## config.mk

```make
export PLATFORM = sky130hd
export DESIGN_NAME = shift_sequencer
export DESIGN_NICKNAME = d
export VERILOG_FILES = /design/src/rtl/shift_seq_pkg.sv /design/src/rtl/shift_step.sv /design/src/rtl/shift_sequencer.sv
export SDC_FILE = /design/constraint.sdc
export NUM_CORES = 1
export LEC_CHECK = 0
export CAP_MARGIN = 15
export CORE_ASPECT_RATIO = 1.2
export CORE_MARGIN = 3
export CORE_UTILIZATION = 38
export DETAILED_ROUTE_END_ITERATION = 8
export HOLD_SLACK_MARGIN = 0.12
export PLACE_DENSITY_LB_ADDON = 0.08
export SLEW_MARGIN = 25
export SYNTH_ARGS = -nofsm -noshare
export SYNTH_HDL_FRONTEND = slang
export SYNTH_SLANG_ARGS = --single-unit
```

## constraint.sdc

```tcl
create_clock -name CLK -period 2.5 [get_ports CLK]
set_input_delay 0.625 -clock CLK [delete_from_list [all_inputs] [get_ports CLK]]
set_output_delay 0.625 -clock CLK [all_outputs]
set_load 0.02 [all_outputs]
```

## src/rtl/shift_seq_pkg.sv

```systemverilog
// ---------------------------------------------------------------------------
// shift_seq_pkg
//   Shared types and default sizing for the multi-cycle shift sequencer.
//   - seq_state_t : sequencer FSM states (IDLE, SHIFT, FINISH)
//   - SEQ_WIDTH   : default data width
//   - SEQ_CNT_W   : default shift-amount width (2**SEQ_CNT_W <= SEQ_WIDTH)
// ---------------------------------------------------------------------------
package shift_seq_pkg;

    localparam int SEQ_WIDTH = 32;
    localparam int SEQ_CNT_W = 5;

    typedef enum logic [1:0] {
        IDLE   = 2'd0,
        SHIFT  = 2'd1,
        FINISH = 2'd2
    } seq_state_t;

endpackage : shift_seq_pkg

```

## src/rtl/shift_step.sv

```systemverilog
// ---------------------------------------------------------------------------
// shift_step
//   One-position combinational shifter used inside the operand register loop.
//   Ports:
//     SHIFT_IN  [WIDTH] : operand before the step
//     RIGHT             : 1 = shift toward LSB, 0 = shift toward MSB
//     SHIFT             : 1 = perform the step, 0 = pass SHIFT_IN through
//     FILL              : bit inserted at the MSB on right shifts
//     SHIFT_OUT [WIDTH] : operand after the step
//   Left shifts always insert 0 at the LSB.
// ---------------------------------------------------------------------------
module shift_step
    import shift_seq_pkg::*;
#(
    parameter int WIDTH = SEQ_WIDTH
) (
    input  logic [WIDTH-1:0] SHIFT_IN,
    input  logic             RIGHT,
    input  logic             SHIFT,
    input  logic             FILL,
    output logic [WIDTH-1:0] SHIFT_OUT
);

    always_comb begin
        SHIFT_OUT = SHIFT_IN;
        if (SHIFT) begin
            if (RIGHT) begin
                SHIFT_OUT = {FILL, SHIFT_IN[WIDTH-1:1]};
            end else begin
                SHIFT_OUT = {SHIFT_IN[WIDTH-2:0], 1'b0};
            end
        end
    end

endmodule : shift_step

```

## src/rtl/shift_sequencer.sv

```systemverilog
// ---------------------------------------------------------------------------
// shift_sequencer
//   Multi-cycle logical shifter for the DLX execute stage. Shifts DATA_IN by
//   AMOUNT positions (left or right), one position per clock, and reports
//   completion with a one-cycle DONE pulse. BUSY lets the execute control
//   stall the pipeline while a shift is in flight.
//
//   Optional feature (compile-time macro SHIFT_SEQ_ARITH_EN):
//     defined   -> ARITH port exists; right shifts with ARITH=1 sign-extend.
//     undefined -> no ARITH port; every right shift zero-fills.
//
//   Ports:
//     CLK               : clock, rising edge
//     RESET             : asynchronous, active-high reset
//     START             : request, only sampled while IDLE
//     DATA_IN  [WIDTH]  : operand, captured on START acceptance
//     AMOUNT   [CNT_W]  : shift distance, captured on START acceptance
//     RIGHT             : direction (1 = right), captured on START acceptance
//     ARITH             : sign-fill request (SHIFT_SEQ_ARITH_EN only)
//     BUSY              : high in SHIFT and FINISH
//     DONE              : one-cycle pulse in FINISH, result valid
//     DATA_OUT [WIDTH]  : operand register; stable outside SHIFT
//
//   Timing (START accepted in cycle 0): DONE in cycle AMOUNT+1, BUSY in
//   cycles 1..AMOUNT+1, next START accepted no earlier than AMOUNT+2.
//   CNT_W must satisfy 2**CNT_W <= WIDTH.
// ---------------------------------------------------------------------------
module shift_sequencer
    import shift_seq_pkg::*;
#(
    parameter int WIDTH = SEQ_WIDTH,
    parameter int CNT_W = SEQ_CNT_W
) (
    input  logic             CLK,
    input  logic             RESET,
    input  logic             START,
    input  logic [WIDTH-1:0] DATA_IN,
    input  logic [CNT_W-1:0] AMOUNT,
    input  logic             RIGHT,
`ifdef SHIFT_SEQ_ARITH_EN
    input  logic             ARITH,
`endif
    output logic             BUSY,
    output logic             DONE,
    output logic [WIDTH-1:0] DATA_OUT
);

    // -----------------------------------------------------------------------
    // State and datapath registers
    // -----------------------------------------------------------------------
    seq_state_t       r_state;
    seq_state_t       w_next_state;

    logic [WIDTH-1:0] r_operand;
    logic [CNT_W-1:0] r_cnt;
    logic             r_right;

    // FSM decoded controls
    logic             w_load;   // accept START this cycle
    logic             w_step;   // advance operand one position this cycle
    logic             w_busy;
    logic             w_done;

    // Shifter interface
    logic             w_fill;
    logic [WIDTH-1:0] w_step_out;

    // -----------------------------------------------------------------------
    // Fill bit for right shifts
    // -----------------------------------------------------------------------
`ifdef SHIFT_SEQ_ARITH_EN
    logic r_arith;

    always_ff @(posedge CLK or posedge RESET) begin
        if (RESET) begin
            r_arith <= 1'b0;
        end else if (w_load) begin
            r_arith <= ARITH;
        end
    end

    // The step module only uses FILL on right shifts, so gating with
    // r_right is not strictly needed; it keeps the intent explicit.
    assign w_fill = r_arith & r_right & r_operand[WIDTH-1];
`else
    assign w_fill = 1'b0;
`endif

    // -----------------------------------------------------------------------
    // FSM: state register
    // -----------------------------------------------------------------------
    always_ff @(posedge CLK or posedge RESET) begin
        if (RESET) begin
            r_state <= IDLE;
        end else begin
            r_state <= w_next_state;
        end
    end

    // -----------------------------------------------------------------------
    // FSM: next-state logic
    // -----------------------------------------------------------------------
    always_comb begin
        w_next_state = r_state;
        case (r_state)
            IDLE: begin
                if (START) begin
                    // A zero-distance shift still spends one cycle in
                    // FINISH so DONE timing is uniform (AMOUNT+1).
                    w_next_state = (AMOUNT == '0) ? FINISH : SHIFT;
                end
            end
            SHIFT: begin
                // r_cnt holds the steps still to perform, including the one
                // happening this cycle; the last step hands off to FINISH.
                if (r_cnt == CNT_W'(1)) begin
                    w_next_state = FINISH;
                end
            end
            FINISH: begin
                w_next_state = IDLE;
            end
            default: begin
                w_next_state = IDLE;
            end
        endcase
    end

    // -----------------------------------------------------------------------
    // FSM: output decode
    // -----------------------------------------------------------------------
    always_comb begin
        w_load = 1'b0;
        w_step = 1'b0;
        w_busy = 1'b0;
        w_done = 1'b0;
        case (r_state)
            IDLE: begin
                w_load = START;
            end
            SHIFT: begin
                w_step = 1'b1;
                w_busy = 1'b1;
            end
            FINISH: begin
                w_busy = 1'b1;
                w_done = 1'b1;
            end
            default: begin
                w_busy = 1'b0;
            end
        endcase
    end

    // -----------------------------------------------------------------------
    // One-position shifter in the operand register loop
    // -----------------------------------------------------------------------
    shift_step #(
        .WIDTH (WIDTH)
    ) u_shift_step (
        .SHIFT_IN  (r_operand),
        .RIGHT     (r_right),
        .SHIFT     (w_step),
        .FILL      (w_fill),
        .SHIFT_OUT (w_step_out)
    );

    // -----------------------------------------------------------------------
    // Operand register, step counter and direction latch
    // -----------------------------------------------------------------------
    always_ff @(posedge CLK or posedge RESET) begin
        if (RESET) begin
            r_operand <= '0;
            r_cnt     <= '0;
            r_right   <= 1'b0;
        end else if (w_load) begin
            r_operand <= DATA_IN;
            r_cnt     <= AMOUNT;
            r_right   <= RIGHT;
        end else if (w_step) begin
            r_operand <= w_step_out;
            r_cnt     <= r_cnt - CNT_W'(1);
        end
    end

    // -----------------------------------------------------------------------
    // Outputs
    // -----------------------------------------------------------------------
    assign BUSY     = w_busy;
    assign DONE     = w_done;
    assign DATA_OUT = r_operand;

endmodule : shift_sequencer

```

## Word level (Yosys, flattened, before mapping)

Cells that the tools add are included.

| cells by class | value |
|---|---|
| eq/ne operators | 5 |
| mux-type cells | 13 |
| add/subtract/negate cells | 1 |
| reductions and logical operators | 5 |

Operator list:

| kind | number |
|---|---|
| $mux 32 | 3 |
| $mux 5 | 2 |
| $mux 2 | 3 |
| $eq 5x1->1 const B | 1 |
| $logic_not 5->1 | 1 |
| $sub 5x1->5 const B | 1 |
| $mux 1 | 4 |
| $ne 2x2->1 const B | 2 |
| $pmux 2 s2 | 1 |
| $eq 2x1->1 const B | 1 |
| $eq 2x2->1 const B | 1 |
| $logic_not 2->1 | 1 |
| $reduce_and 2->1 | 1 |
| $reduce_bool 2->1 | 1 |
| $reduce_or 2->1 | 1 |

| word-level totals | value |
|---|---|
| word-level logic and storage cells | 28 |
| bits in registers | 40 |
| input port bits | 41 |
| output and inout bits | 34 |

## Logic depth before layout (Yosys ltp)

Gate-level depths: netlist of run 1.

| depth | value |
|---|---|
| depth after elaboration | 4 |
| mapped depth | 7 |

## Cells and area by module

A second synthesis of run 1 with hierarchy kept.

| unflattened totals | value |
|---|---|
| cells, all modules | 298 |
| area, all modules | 2,715.1 µm² |

Modules (own cells, without submodules):

| module | area an instance (µm²) | instances | cells each |
|---|---|---|---|
| shift_sequencer | 2,013.2 | 1 | 191 |
| shift_step | 701.9 | 1 | 107 |

## Worst setup path after synthesis of run 1

No wires, ideal clock.

| path | value |
|---|---|
| kind | reg2out |
| start | reg r_state[0] |
| end | out BUSY |
| stages on the path, launching flop included | 3 |
| data required time | 1.875 ns |
| data arrival time | 0.767 ns |
| slack | 1.108 ns |
| cell sequence | dfrtp_1 > inv_1 > ha_1 |

| between the ends | value |
|---|---|
| cells in the longest elaborated chain, start to end | 3 |
| elaborated cells between the ends (all ways) | 4 |
| those cells by class | eq/ne (2); mux (1); reduce/logical (1) |

Ends and longest elaborated chain:

| element | line | RTL |
|---|---|---|
| from (decl) | shift_sequencer.sv:51 | `seq_state_t r_state;` |
| from (signal assigned) | shift_sequencer.sv:96 | `r_state <= w_next_state;` |
| $eq 2x2->1 / $eq 2x1->1 (equally long branches) | shift_sequencer.sv:137 | `case (r_state)` |
| $reduce_or 2->1 (no source line) * | - |  |
| $mux 1 * | shift_sequencer.sv:137 |  |
| to (decl) | shift_sequencer.sv:43 | `output logic BUSY,` |

Mark *: on every way between the ends. The rest lies on a longest branch, timed or not.

## Worst setup path in the final report of run 1

Same ends and word-level chain as after synthesis.

==> impl_summary.log, run 1 <==
[metrics] status: finished clean
[metrics] warning count from the yosys run: 0
[metrics] number of antenna violations at the first check in global routing: 0
[metrics] count of final hold-check violations: 0
[metrics] category of the most critical setup path: reg2out
[metrics] Area Overhead vs Synth: 37.7%
[metrics] First DRT Iteration DRCs: roughly 80
[metrics] worst r2r dst: r_cnt[3]$_DFFE_PP0P_
[metrics] reg2reg path depth: 5
[metrics] Critical Path Sink Type: output port
[metrics] required time at the worst-slack endpoint: 1880 ps
[metrics] biggest area consumer among synthesized cells: sky130_fd_sc_hd__dfrtp_1
[metrics] number of global-route vias before repair: ~1900
[metrics] portion of the post-synthesis area used by sequential elements: approximately 42%
[metrics] DP HPWL: between 4000 and 5000 um
[metrics] maximum fanout count along the critical path: 3
[metrics] relative max-transition margin: around two fifths
[metrics] effective utilization at floorplan: about two fifths
[metrics] detailed-router iteration count before antenna repair: 4
[metrics] total CTS buffers: 5
[metrics] total routing resource utilization after global routing: 16.2%
[metrics] fin crit period: 2240 ps
[metrics] fraction of registers with async set or reset after synthesis: 100%
[metrics] flop2flop setup slack: 690 ps
[metrics] Antenna Nets Post-Route: 0
[metrics] master cell of the clock root buffer: sky130_fd_sc_hd__clkbuf_8
[metrics] number of H-tree branching levels: 2
[metrics] I/O pin total: 75
[metrics] Avg Inst Size Synth: a little over 10 sq um
[metrics] GPL Wtd Cong: ~0.75
[metrics] data arrival time of the critical path: 1620 ps
[metrics] maximum number of pins on one net before global-route repair: 41
[metrics] FF-to-FF Start: r_state[1]$_DFFE_PP0P_
[metrics] total power per unit cell area: about 1400 nW/um^2
[metrics] most frequent cell after synthesis: sky130_fd_sc_hd__dfrtp_1
[metrics] post-route worst setup slack: around 260 ps
[metrics] worst clock skew on the final layout: between 6 and 7 ps
[metrics] final setup TNS: 0 ps
[metrics] amount of wire on met3 after detailed routing: between 200 and 250 um
[metrics] number of buffers added for setup after CTS: 0
[metrics] actual slew at the worst max-slew pin: around 900 ps
[metrics] post-synthesis instance total: 230
[metrics] floorplan die width: ~80 um
[metrics] Layout Nets: about 340
[metrics] floorplan row count: 30
[metrics] Achievable Freq: 446 MHz
[metrics] count of clock tree sinks: 40
[metrics] final core occ: between 50% and 60%
[metrics] number of pins with negative max-slew slack in the final report: 0
[metrics] area fraction of the dominant cell type after synthesis: 42.2%
[metrics] wire per inst: 14.8 um
[metrics] most numerous cell types in the synthesized netlist: sky130_fd_sc_hd__dfrtp_1 (40), sky130_fd_sc_hd__nor2_1 (32), sky130_fd_sc_hd__a211oi_1 (30), sky130_fd_sc_hd__a21o_1 (30), sky130_fd_sc_hd__mux2i_1 (30)
[metrics] max-cap violations: 0
[metrics] crit path launch: r_state[0]$_DFFE_PP0P_
[metrics] vias per cell: around 5
[metrics] capture point of the critical path: BUSY
[metrics] global-route wire length before repair: ~9700 um
[metrics] via count: approximately 1900
[metrics] CTS max path bufs: 2
[metrics] clock slew at the register clock pins of the worst setup and hold paths: 80 ps
[metrics] detailed route wirelength on metal2: ~2700 um
[metrics] die area: about 7200 sq um
[metrics] cell leakage power: ~1.5 nW
[metrics] clock tree from TritonCTS: built
[metrics] number of storage elements in the synthesis netlist: 40
[metrics] count of endpoints failing setup in the final report: 0
[metrics] # diodes: 0
[metrics] quantity of I/O buffers inserted on ports: between 70 and 80
[metrics] final cycle utilization of the critical path: 89.7%
[metrics] clock network latency to the later pin of the worst-skew pair: about 290 ps
[metrics] detailed-route wire length: 5600 um
[metrics] drt drc: 0
[metrics] Max rail drop VDD: around 690 uV
[metrics] type of origin of the critical path: register
[metrics] Max Used Layer: met4
[metrics] height of the die: 92.5 um
[metrics] length of routed wiring on met1: approximately 2600 um
[metrics] count of hold-fix buffers inserted at cts: 0
[metrics] Core Region: just under 6000 sq um
[metrics] path type of the worst min-delay path: reg2reg
[metrics] Main synth FF type: sky130_fd_sc_hd__dfrtp_1
[metrics] fraction of layout instances using a drive strength above 1: 9.03%
[metrics] number of distinct library cell variants in the gate-level netlist after synthesis: 30
[metrics] post-cts resize count: 0
[metrics] Net Count, Synth: approximately 280
[metrics] RSZ-0062 raised after global routing: false
[metrics] global-route congestion overflow total: 0
[metrics] worst slack, placed: between 400 and 500 ps
[metrics] number of flops mapped to enable cells by yosys: 0
[metrics] cell area after synthesis: approximately 2400 sq um
[metrics] Area contributors post-synth: sky130_fd_sc_hd__dfrtp_1 (42%), sky130_fd_sc_hd__mux2i_1 (13%), sky130_fd_sc_hd__a211oi_1 (9.5%), sky130_fd_sc_hd__a21o_1 (9.5%), sky130_fd_sc_hd__nor2_1 (5.1%)
## stage by stage
stage / hold WS [ps] / total power (W) / cells / instance area, sq um
global placement: 516 / 0.00406 / 371 / 3140
finish: 539 / 0.00465 / 379 / 3270
detailed placement: 528 / 0.00411 / 371 / 3140
global route: 572 / 0.00502 / 379 / 3270
CTS: 546 / 0.00472 / 379 / 3270
floorplan: 484 / 0.00324 / 230 / 2370
## cell families (layout without fill, tap and decap cells)
group	after synthesis	in the layout	synth area share, %
muxes	32	32	13.6
AOI/OAI and AO/OA	74	74	22.8
adders and majority gates	5	5	2.64
buffers and inverters	27	96	7.65
and+or+nand+nor	48	48	9.60
xor gates and xnor gates	4	4	1.48
DFF	40	40	42.2
## area by class of cell
type                       instances  area [sq um]
multi-input combinational        163          1190
sequential                        40          1000
tap                               80           100
inverter                           7          26.3
clock buffer                       7          96.3
timing repair buffer              81           818
fill                             561          2590
clock inverter                     1          30.0
## registers in the layout (all words and copies together) (netlist names)
| signal | cells |
|---|---|
| r_state | 2 |
| r_cnt | 5 |
| DATA_OUT | 32 |
| r_right | 1 |
## how the worst min path moves through the flow
stage | from | endpoint | slack (ps) | cells after the start
after floorplan | r_state[0]$_DFFE_PP0P_ | r_state[0]$_DFFE_PP0P_ | 480 | 1
after detailed placement | r_state[0]$_DFFE_PP0P_ | r_state[0]$_DFFE_PP0P_ | 530 | 1
final | r_state[0]$_DFFE_PP0P_ | r_state[0]$_DFFE_PP0P_ | 540 | 1
after global placement | r_state[0]$_DFFE_PP0P_ | r_state[0]$_DFFE_PP0P_ | 520 | 1
after global routing | r_state[0]$_DFFE_PP0P_ | r_state[0]$_DFFE_PP0P_ | 570 | 1
after CTS | r_state[0]$_DFFE_PP0P_ | r_state[0]$_DFFE_PP0P_ | 550 | 1
## worst max-delay path, stage by stage, from the launching register on
cell	delay, ps
sky130_fd_sc_hd__dfrtp_1	390
sky130_fd_sc_hd__inv_1	70
sky130_fd_sc_hd__ha_1	270
sky130_fd_sc_hd__clkdlybuf4s50_1	590
## placed cells by master, fill, tap and decap left out, types with 2 or more instances in the layout
cell type and count:
sky130_fd_sc_hd__a21oi_1 3, sky130_fd_sc_hd__a21o_1 30, sky130_fd_sc_hd__nand2_1 8, sky130_fd_sc_hd__ha_1 4, sky130_fd_sc_hd__clkbuf_8 7, sky130_fd_sc_hd__xor2_1 2
sky130_fd_sc_hd__dfrtp_1 39, sky130_fd_sc_hd__clkdlybuf4s50_1 74, sky130_fd_sc_hd__o21ai_0 7, sky130_fd_sc_hd__a211oi_1 30, sky130_fd_sc_hd__mux2i_1 30, sky130_fd_sc_hd__nor4b_2 2
sky130_fd_sc_hd__xnor2_1 2, sky130_fd_sc_hd__buf_12 2, sky130_fd_sc_hd__mux2_2 2, sky130_fd_sc_hd__inv_1 6, sky130_fd_sc_hd__buf_4 5, sky130_fd_sc_hd__nor2_1 32
## routing by layer
metal / global-route usage [%] / up-vias
li1: - / 958
met1: 21.9 / 925
met2: 26.4 / 49
met3: 3.60 / 6
met4: 3.94 / 0
met5: 0 / -
## power by group
group          internal (W)  switching [W]  leakage [nW]
registers          0.000988       0.000485         0.477
logic               0.00139        0.00121         0.958
clock network      0.000353       0.000232        0.0645
total               0.00273        0.00193          1.50
(Power assumes the default switching activity.)
==> run 2, diff against run 1 <==
--- a/config.mk
+++ b/config.mk
@@ -7,11 +7,10 @@
 export LEC_CHECK = 0
 export CAP_MARGIN = 15
 export CORE_ASPECT_RATIO = 1.2
-export CORE_MARGIN = 3
 export CORE_UTILIZATION = 38
 export DETAILED_ROUTE_END_ITERATION = 8
 export HOLD_SLACK_MARGIN = 0.12
-export PLACE_DENSITY_LB_ADDON = 0.08
+export PLACE_DENSITY = 0.66
 export SLEW_MARGIN = 25
 export SYNTH_ARGS = -nofsm -noshare
 export SYNTH_HDL_FRONTEND = slang
==> run 2 against run 1 <==
  * Die area shrank 9.2%
  * Largest cell class unchanged
  * Sequential share of layout area increased by 0.30 points
  * Count of clock-buffer cells in the layout is 1 lower
  * Register-to-register slack better by 100 ps
  * Critical path type unchanged
  * First-iteration DRC count increased by 3.8%
==> impl_summary.log, run 2 (synthesis gave the netlist of run 1 again) <==
[metrics] status: finished clean
[metrics] GPL Wtd Cong: around 0.78
[metrics] number of pins with negative max-slew slack in the final report: 0
[metrics] final core occ: between 50% and 60%
[metrics] master cell of the clock root buffer: sky130_fd_sc_hd__clkbuf_8
[metrics] # diodes: 0
[metrics] max-cap violations: 0
[metrics] quantity of I/O buffers inserted on ports: 74
[metrics] Max rail drop VDD: 783 uV
[metrics] area of combinational cells with multiple inputs: roughly 1200 sq um
[metrics] Critical Path Sink Type: output port
[metrics] global-route congestion overflow total: 0
[metrics] dpl cell area: ~3100 sq um
[metrics] count of endpoints failing setup in the final report: 0
[metrics] type of origin of the critical path: register
[metrics] via count: 1942
[metrics] required time at the worst-slack endpoint: ~1900 ps
[metrics] final cycle utilization of the critical path: between 80% and 90%
[metrics] maximum number of pins on one net before global-route repair: slightly above 40
[metrics] detailed-router iteration count before antenna repair: 4
[metrics] number of global-route vias before repair: slightly below 2000
[metrics] clock slew at the register clock pins of the worst setup and hold paths: roughly 70 ps
[metrics] relative max-transition margin: 39.0%
[metrics] count of clock tree sinks: 40
[metrics] effective utilization at floorplan: between 30 and 40%
[metrics] I/O pin total: 75
[metrics] number of buffers added for setup after CTS: 0
[metrics] drt drc: 0
[metrics] Filler cells: about 570
[metrics] Area Overhead vs Synth: 36.4%
[metrics] count of final hold-check violations: 0
[metrics] fin crit period: about 2200 ps
[metrics] wire per inst: about 15 um
[metrics] total routing resource utilization after global routing: about a fifth
[metrics] slowest CP cell: sky130_fd_sc_hd__clkdlybuf4s50_1
[metrics] final std cell area, no fill: roughly 3200 sq um
[metrics] floorplan die width: approximately 74 um
[metrics] Core Region: 6010 sq um
[metrics] worst clock skew on the final layout: 5.65 ps
[metrics] path type of the worst min-delay path: reg2reg
[metrics] number of antenna violations at the first check in global routing: 0
[metrics] floorplan row count: 31
[metrics] post-cts resize count: 0
[metrics] crit path launch: r_state[0]$_DFFE_PP0P_
[metrics] data arrival time of the critical path: approximately 1600 ps
[metrics] Antenna Nets Post-Route: 0
[metrics] cell leakage power: between 1 and 1.5 nW
[metrics] most common library cell in the layout ignoring fill and taps: sky130_fd_sc_hd__clkdlybuf4s50_1
[metrics] category of the most critical setup path: reg2out
[metrics] die area: around 6600 sq um
[metrics] maximum fanout count along the critical path: 3
[metrics] final setup TNS: 0 ps
[metrics] number of H-tree branching levels: 2
[metrics] reg2reg path depth: 5
[metrics] cell chain of the critical path: inv_1 -> ha_1 -> clkdlybuf4s50_1
[metrics] Layout Nets: approximately 340
[metrics] worst r2r dst: r_cnt[3]$_DFFE_PP0P_
[metrics] clock network latency to the later pin of the worst-skew pair: 290 ps
[metrics] total CTS buffers: 5
[metrics] First DRT Iteration DRCs: between 80 and 90
[metrics] count of hold-fix buffers inserted at cts: 0
[metrics] global-route wire length before repair: about 9400 um
[metrics] DP HPWL: between 3000 and 4000 um
[metrics] detailed-route wire length: about 5600 um
[metrics] height of the die: 88.5 um
[metrics] WHS: between 500 and 600 ps
[metrics] actual slew at the worst max-slew pin: 915 ps
[metrics] Register Area: roughly 1000 sq um
[metrics] capture point of the critical path: BUSY
[metrics] max reg flops: 32
[metrics] clock tree from TritonCTS: built
[metrics] total power per unit cell area: ~1400 nW/um^2
[metrics] fraction of layout instances using a drive strength above 1: 9.03%
[metrics] commonest cells after routing, fill and taps aside: sky130_fd_sc_hd__clkdlybuf4s50_1 (74), sky130_fd_sc_hd__dfrtp_1 (39), sky130_fd_sc_hd__nor2_1 (32)
[metrics] CTS max path bufs: 2
[metrics] vias per cell: just over 5
[metrics] Design Power: 0.00453 W
[metrics] flop2flop setup slack: a little under 800 ps
[metrics] RSZ-0062 raised after global routing: false
[metrics] stage delay of the slowest cell on the critical path: about 590 ps
[metrics] FF-to-FF Start: r_state[1]$_DFFE_PP0P_
[metrics] Achievable Freq: between 400 and 500 MHz
==> run 2: worst min path at each step <==
stage                                       from                      to  depth (start not counted)
after global routing      r_state[0]$_DFFE_PP0P_  r_state[0]$_DFFE_PP0P_                          1
after CTS                 r_state[0]$_DFFE_PP0P_  r_state[0]$_DFFE_PP0P_                          1
after global placement    r_state[0]$_DFFE_PP0P_  r_state[0]$_DFFE_PP0P_                          1
after floorplan           r_state[0]$_DFFE_PP0P_  r_state[0]$_DFFE_PP0P_                          1
after detailed placement  r_state[0]$_DFFE_PP0P_  r_state[0]$_DFFE_PP0P_                          1
final                     r_state[0]$_DFFE_PP0P_  r_state[0]$_DFFE_PP0P_                          1
==> run 2: per-stage QoR <==
step	setup WS [ps]	cells
2_1_floorplan	957	230
4_1_cts	254	381
6_report	274	381
5_1_grt	174	381
3_3_place_gp	395	373
3_5_place_dp	367	373
==> run 2: area by class of cell <==
| cell class | instances | area share, % |
|---|---|---|
| Tap cell | 82 | 3.17 |
| Clock buffer | 6 | 2.55 |
| Inverter | 7 | 0.812 |
| Sequential cell | 40 | 31.0 |
| Multi-Input combinational cell | 163 | 36.9 |
| Clock inverter | 2 | 0.309 |
| Timing Repair Buffer | 81 | 25.3 |
==> run 2: worst max-delay path: cells and delay by family (launching register included) <==
family / cells / cell delay [ps]
fa+ha+maj: 1 / 270
buf+inv: 2 / 660
flops: 1 / 370
==> run 2: report_power, final <==
part / internal [W] / switching, W / leakage, nW / total, W
sequential: 0.000988 / 0.000495 / 0.477 / 0.00148
combinational: 0.00139 / 0.00121 / 0.959 / 0.00259
clock: 0.000220 / 0.000230 / 0.0510 / 0.000450
total: 0.00259 / 0.00193 / 1.49 / 0.00453
==> run 2: metal layers <==
metal	wire length (um)	global-route usage, %	vias to the layer above
met5	0	0	-
met4	71	6.29	0
met2	2840	32.1	45
met1	2430	23.9	930
li1	-	-	962
met3	217	3.87	5
==> run 3, diff against run 2 <==
--- a/config.mk
+++ b/config.mk
@@ -11,6 +11,7 @@
 export DETAILED_ROUTE_END_ITERATION = 8
 export HOLD_SLACK_MARGIN = 0.12
 export PLACE_DENSITY = 0.66
+export REMOVE_ABC_BUFFERS = 1
 export SLEW_MARGIN = 25
 export SYNTH_ARGS = -nofsm -noshare
 export SYNTH_HDL_FRONTEND = slang
==> run 3 against run 2 <==
  * Final cell count decreased by 0.79%
  * Maximum frequency decreased by 2.1%
  * Clock skew increased by 0.71 ps
  * Largest power group unchanged
  * Critical path depth unchanged
  * Via count decreased by 4.4%
  * Largest cell class unchanged
  * Total power decreased by 2.1%
==> impl_summary.log, run 3 (synthesis gave the netlist of run 1 again) <==
[metrics] detailed-route wire length: a little under 5000 um
[metrics] First DRT Iteration DRCs: 84
[metrics] number of placed instances with taps included: 370
[metrics] Antenna Nets Post-Route: 0
[metrics] detailed route wirelength on metal2: approximately 2300 um
[metrics] number of global-route vias before repair: 1786
[metrics] type of origin of the critical path: register
[metrics] vias per cell: approximately 4.9
[metrics] area of combinational cells with multiple inputs: 1190 sq um
[metrics] Layout Nets: 341
[metrics] Max Used Layer: met4
[metrics] number of pins with negative max-slew slack in the final report: 0
[metrics] Filler cells: 564
[metrics] commonest cells after routing, fill and taps aside: sky130_fd_sc_hd__clkdlybuf4s50_1 (74), sky130_fd_sc_hd__dfrtp_1 (39), sky130_fd_sc_hd__nor2_1 (32)
[metrics] clock network latency to the later pin of the worst-skew pair: 290 ps
[metrics] CP Buf/Inv Count: 2
[metrics] final cycle utilization of the critical path: between 90% and 100%
[metrics] effective utilization at floorplan: between 30% and 40%
[metrics] global-route congestion overflow total: 0
[metrics] total routing resource utilization after global routing: approximately 17%
[metrics] max-cap violations: 0
[metrics] Max rail drop VDD: slightly above 700 uV
[metrics] category of the most critical setup path: reg2out
[metrics] status: finished clean
[metrics] combinational share of power: 57.3%
[metrics] clock tree from TritonCTS: built
[metrics] RSZ-0062 raised after global routing: false
[metrics] stage delay of the slowest cell on the critical path: between 500 and 600 ps
[metrics] clock share of power: 9.9%
[metrics] worst slack, placed: around 420 ps
[metrics] amount of wire on met3 after detailed routing: around 250 um
[metrics] die area: around 6600 sq um
[metrics] number of H-tree branching levels: 2
[metrics] count of clock tree sinks: 40
[metrics] count of endpoints failing setup in the final report: 0
[metrics] maximum number of pins on one net before global-route repair: 76
[metrics] Register Area: ~1000 sq um
[metrics] post-cts resize count: 0
[metrics] DP HPWL: about 3400 um
[metrics] drt drc: 0
[metrics] count of hold-fix buffers inserted at cts: 0
[metrics] Area Overhead vs Synth: 35.4%
[metrics] switching component of the power: ~0.0019 W
[metrics] quantity of I/O buffers inserted on ports: 74
[metrics] via count: between 1500 and 2000
[metrics] final setup TNS: 0 ps
[metrics] I/O pin total: 75
[metrics] max reg flops: 32
[metrics] switching fraction of total power: 42.2%
[metrics] total power per unit cell area: approximately 1400 nW/um^2
[metrics] category of cells accounting for the largest share of critical-path delay: buffers and inverters
[metrics] fraction of layout instances using a drive strength above 1: 7.43%
[metrics] required time at the worst-slack endpoint: 1880 ps
[metrics] detailed-router iteration count before antenna repair: 4
[metrics] actual slew at the worst max-slew pin: about 870 ps
[metrics] total CTS buffers: 5
[metrics] length of routed wiring on met1: about 2300 um
[metrics] worst clock skew on the final layout: 6.37 ps
[metrics] Core Region: roughly 6000 sq um
[metrics] fraction of power consumed by sequential logic: between 30% and 40%
[metrics] number of antenna violations at the first check in global routing: 0
[metrics] # diodes: 0
[metrics] number of cells in the finished layout apart from fillers: approximately 380
[metrics] post-route worst setup slack: around 230 ps
[metrics] cell leakage power: 1.47 nW
[metrics] clock slew at the register clock pins of the worst setup and hold paths: ~70 ps
[metrics] global-route wire length before repair: 8390 um
[metrics] slowest CP cell: sky130_fd_sc_hd__clkdlybuf4s50_1
[metrics] fin crit period: between 2000 and 2500 ps
[metrics] dpl cell area: about 3100 sq um
[metrics] height of the die: between 80 and 90 um
[metrics] most common library cell in the layout ignoring fill and taps: sky130_fd_sc_hd__clkdlybuf4s50_1
[metrics] internal portion of total power: approximately 0.0026 W
[metrics] cell chain of the critical path: inv_1 -> ha_1 -> clkdlybuf4s50_1
[metrics] floorplan row count: 31
[metrics] final std cell area, no fill: about 3200 sq um
[metrics] wire per inst: around 13 um
[metrics] master cell of the clock root buffer: sky130_fd_sc_hd__clkbuf_8
[metrics] path type of the worst min-delay path: reg2reg
[metrics] number of buffers added for setup after CTS: 0
[metrics] maximum fanout count along the critical path: 3
[metrics] Critical Path Sink Type: output port
[metrics] relative max-transition margin: around 42%
[metrics] GPL Wtd Cong: 0.771
[metrics] Design Power: 0.00443 W
[metrics] data arrival time of the critical path: 1650 ps
[metrics] Achievable Freq: 440 MHz
[metrics] count of final hold-check violations: 0
[metrics] CTS max path bufs: 2
[metrics] floorplan die width: 74.1 um
==> run 3: cell types whose count changed in the layout (fill, tap and decap cells not counted) <==
| cell | delta |
|---|---|
| sky130_fd_sc_hd__buf_4 | -3 |
| sky130_fd_sc_hd__clkbuf_1 | +2 |
| sky130_fd_sc_hd__clkinv_2 | -2 |
==> run 3: power by group through the flow <==
stage,Sequential [W],Combinational [W],Clock (W)
5_1_grt,0.00153,0.00280,0.000493
3_5_place_dp,0.00147,0.00255,0
6_report,0.00145,0.00254,0.000441
4_1_cts,0.00146,0.00257,0.000460
3_3_place_gp,0.00147,0.00251,0
2_1_floorplan,0.00169,0.00138,0
==> run 3: layout make-up <==
type / count / area share [%]
inverter: 7 / 0.819
tap: 82 / 3.20
clock buffer: 8 / 2.81
sequential: 40 / 31.2
timing repair buffer: 78 / 24.8
multi-input combinational: 163 / 37.2
==> run 3: path summary, 6_finish.rpt <==
kind                                        start                  endpoint  slack (ps)  cells after the start
setup / recovery           r_state[0]$_DFFE_PP0P_                      BUSY         230                      3
hold / removal             r_state[0]$_DFFE_PP0P_    r_state[0]$_DFFE_PP0P_         560                      1
setup reg to reg           r_state[1]$_DFFE_PP0P_  DATA_OUT[13]$_DFFE_PP0P_         680                      6
hold reg to reg            r_state[0]$_DFFE_PP0P_    r_state[0]$_DFFE_PP0P_         560                      1
max in group asynchronous                   RESET   DATA_OUT[4]$_DFFE_PP0P_        1360                      3
min in group asynchronous                   RESET  DATA_OUT[24]$_DFFE_PP0P_         650                      2
==> run 3: worst reg2reg max path: cells and delay by family, from the launching register on <==
| kind | cells | cell delay [ps] |
|---|---|---|
| fa+ha+maj | 1 | 460 |
| simple gates | 1 | 90 |
| compound gates | 2 | 360 |
| flops | 1 | 380 |
| buf+inv | 2 | 470 |
==> run 3: routing by layer <==
metal,global-route usage [%],up-vias
li1,-,952
met1,22.1,848
met2,26.4,49
met3,4.10,7
met4,5.24,0
met5,0,-
==> run 3: through the flow <==
stage                     hold WS, ps  utilization [%]
after floorplan                   484                -
after global placement            526             51.9
after detailed placement          541             51.9
after CTS                         558             53.4
after global routing              594             53.4
final                             565             53.4
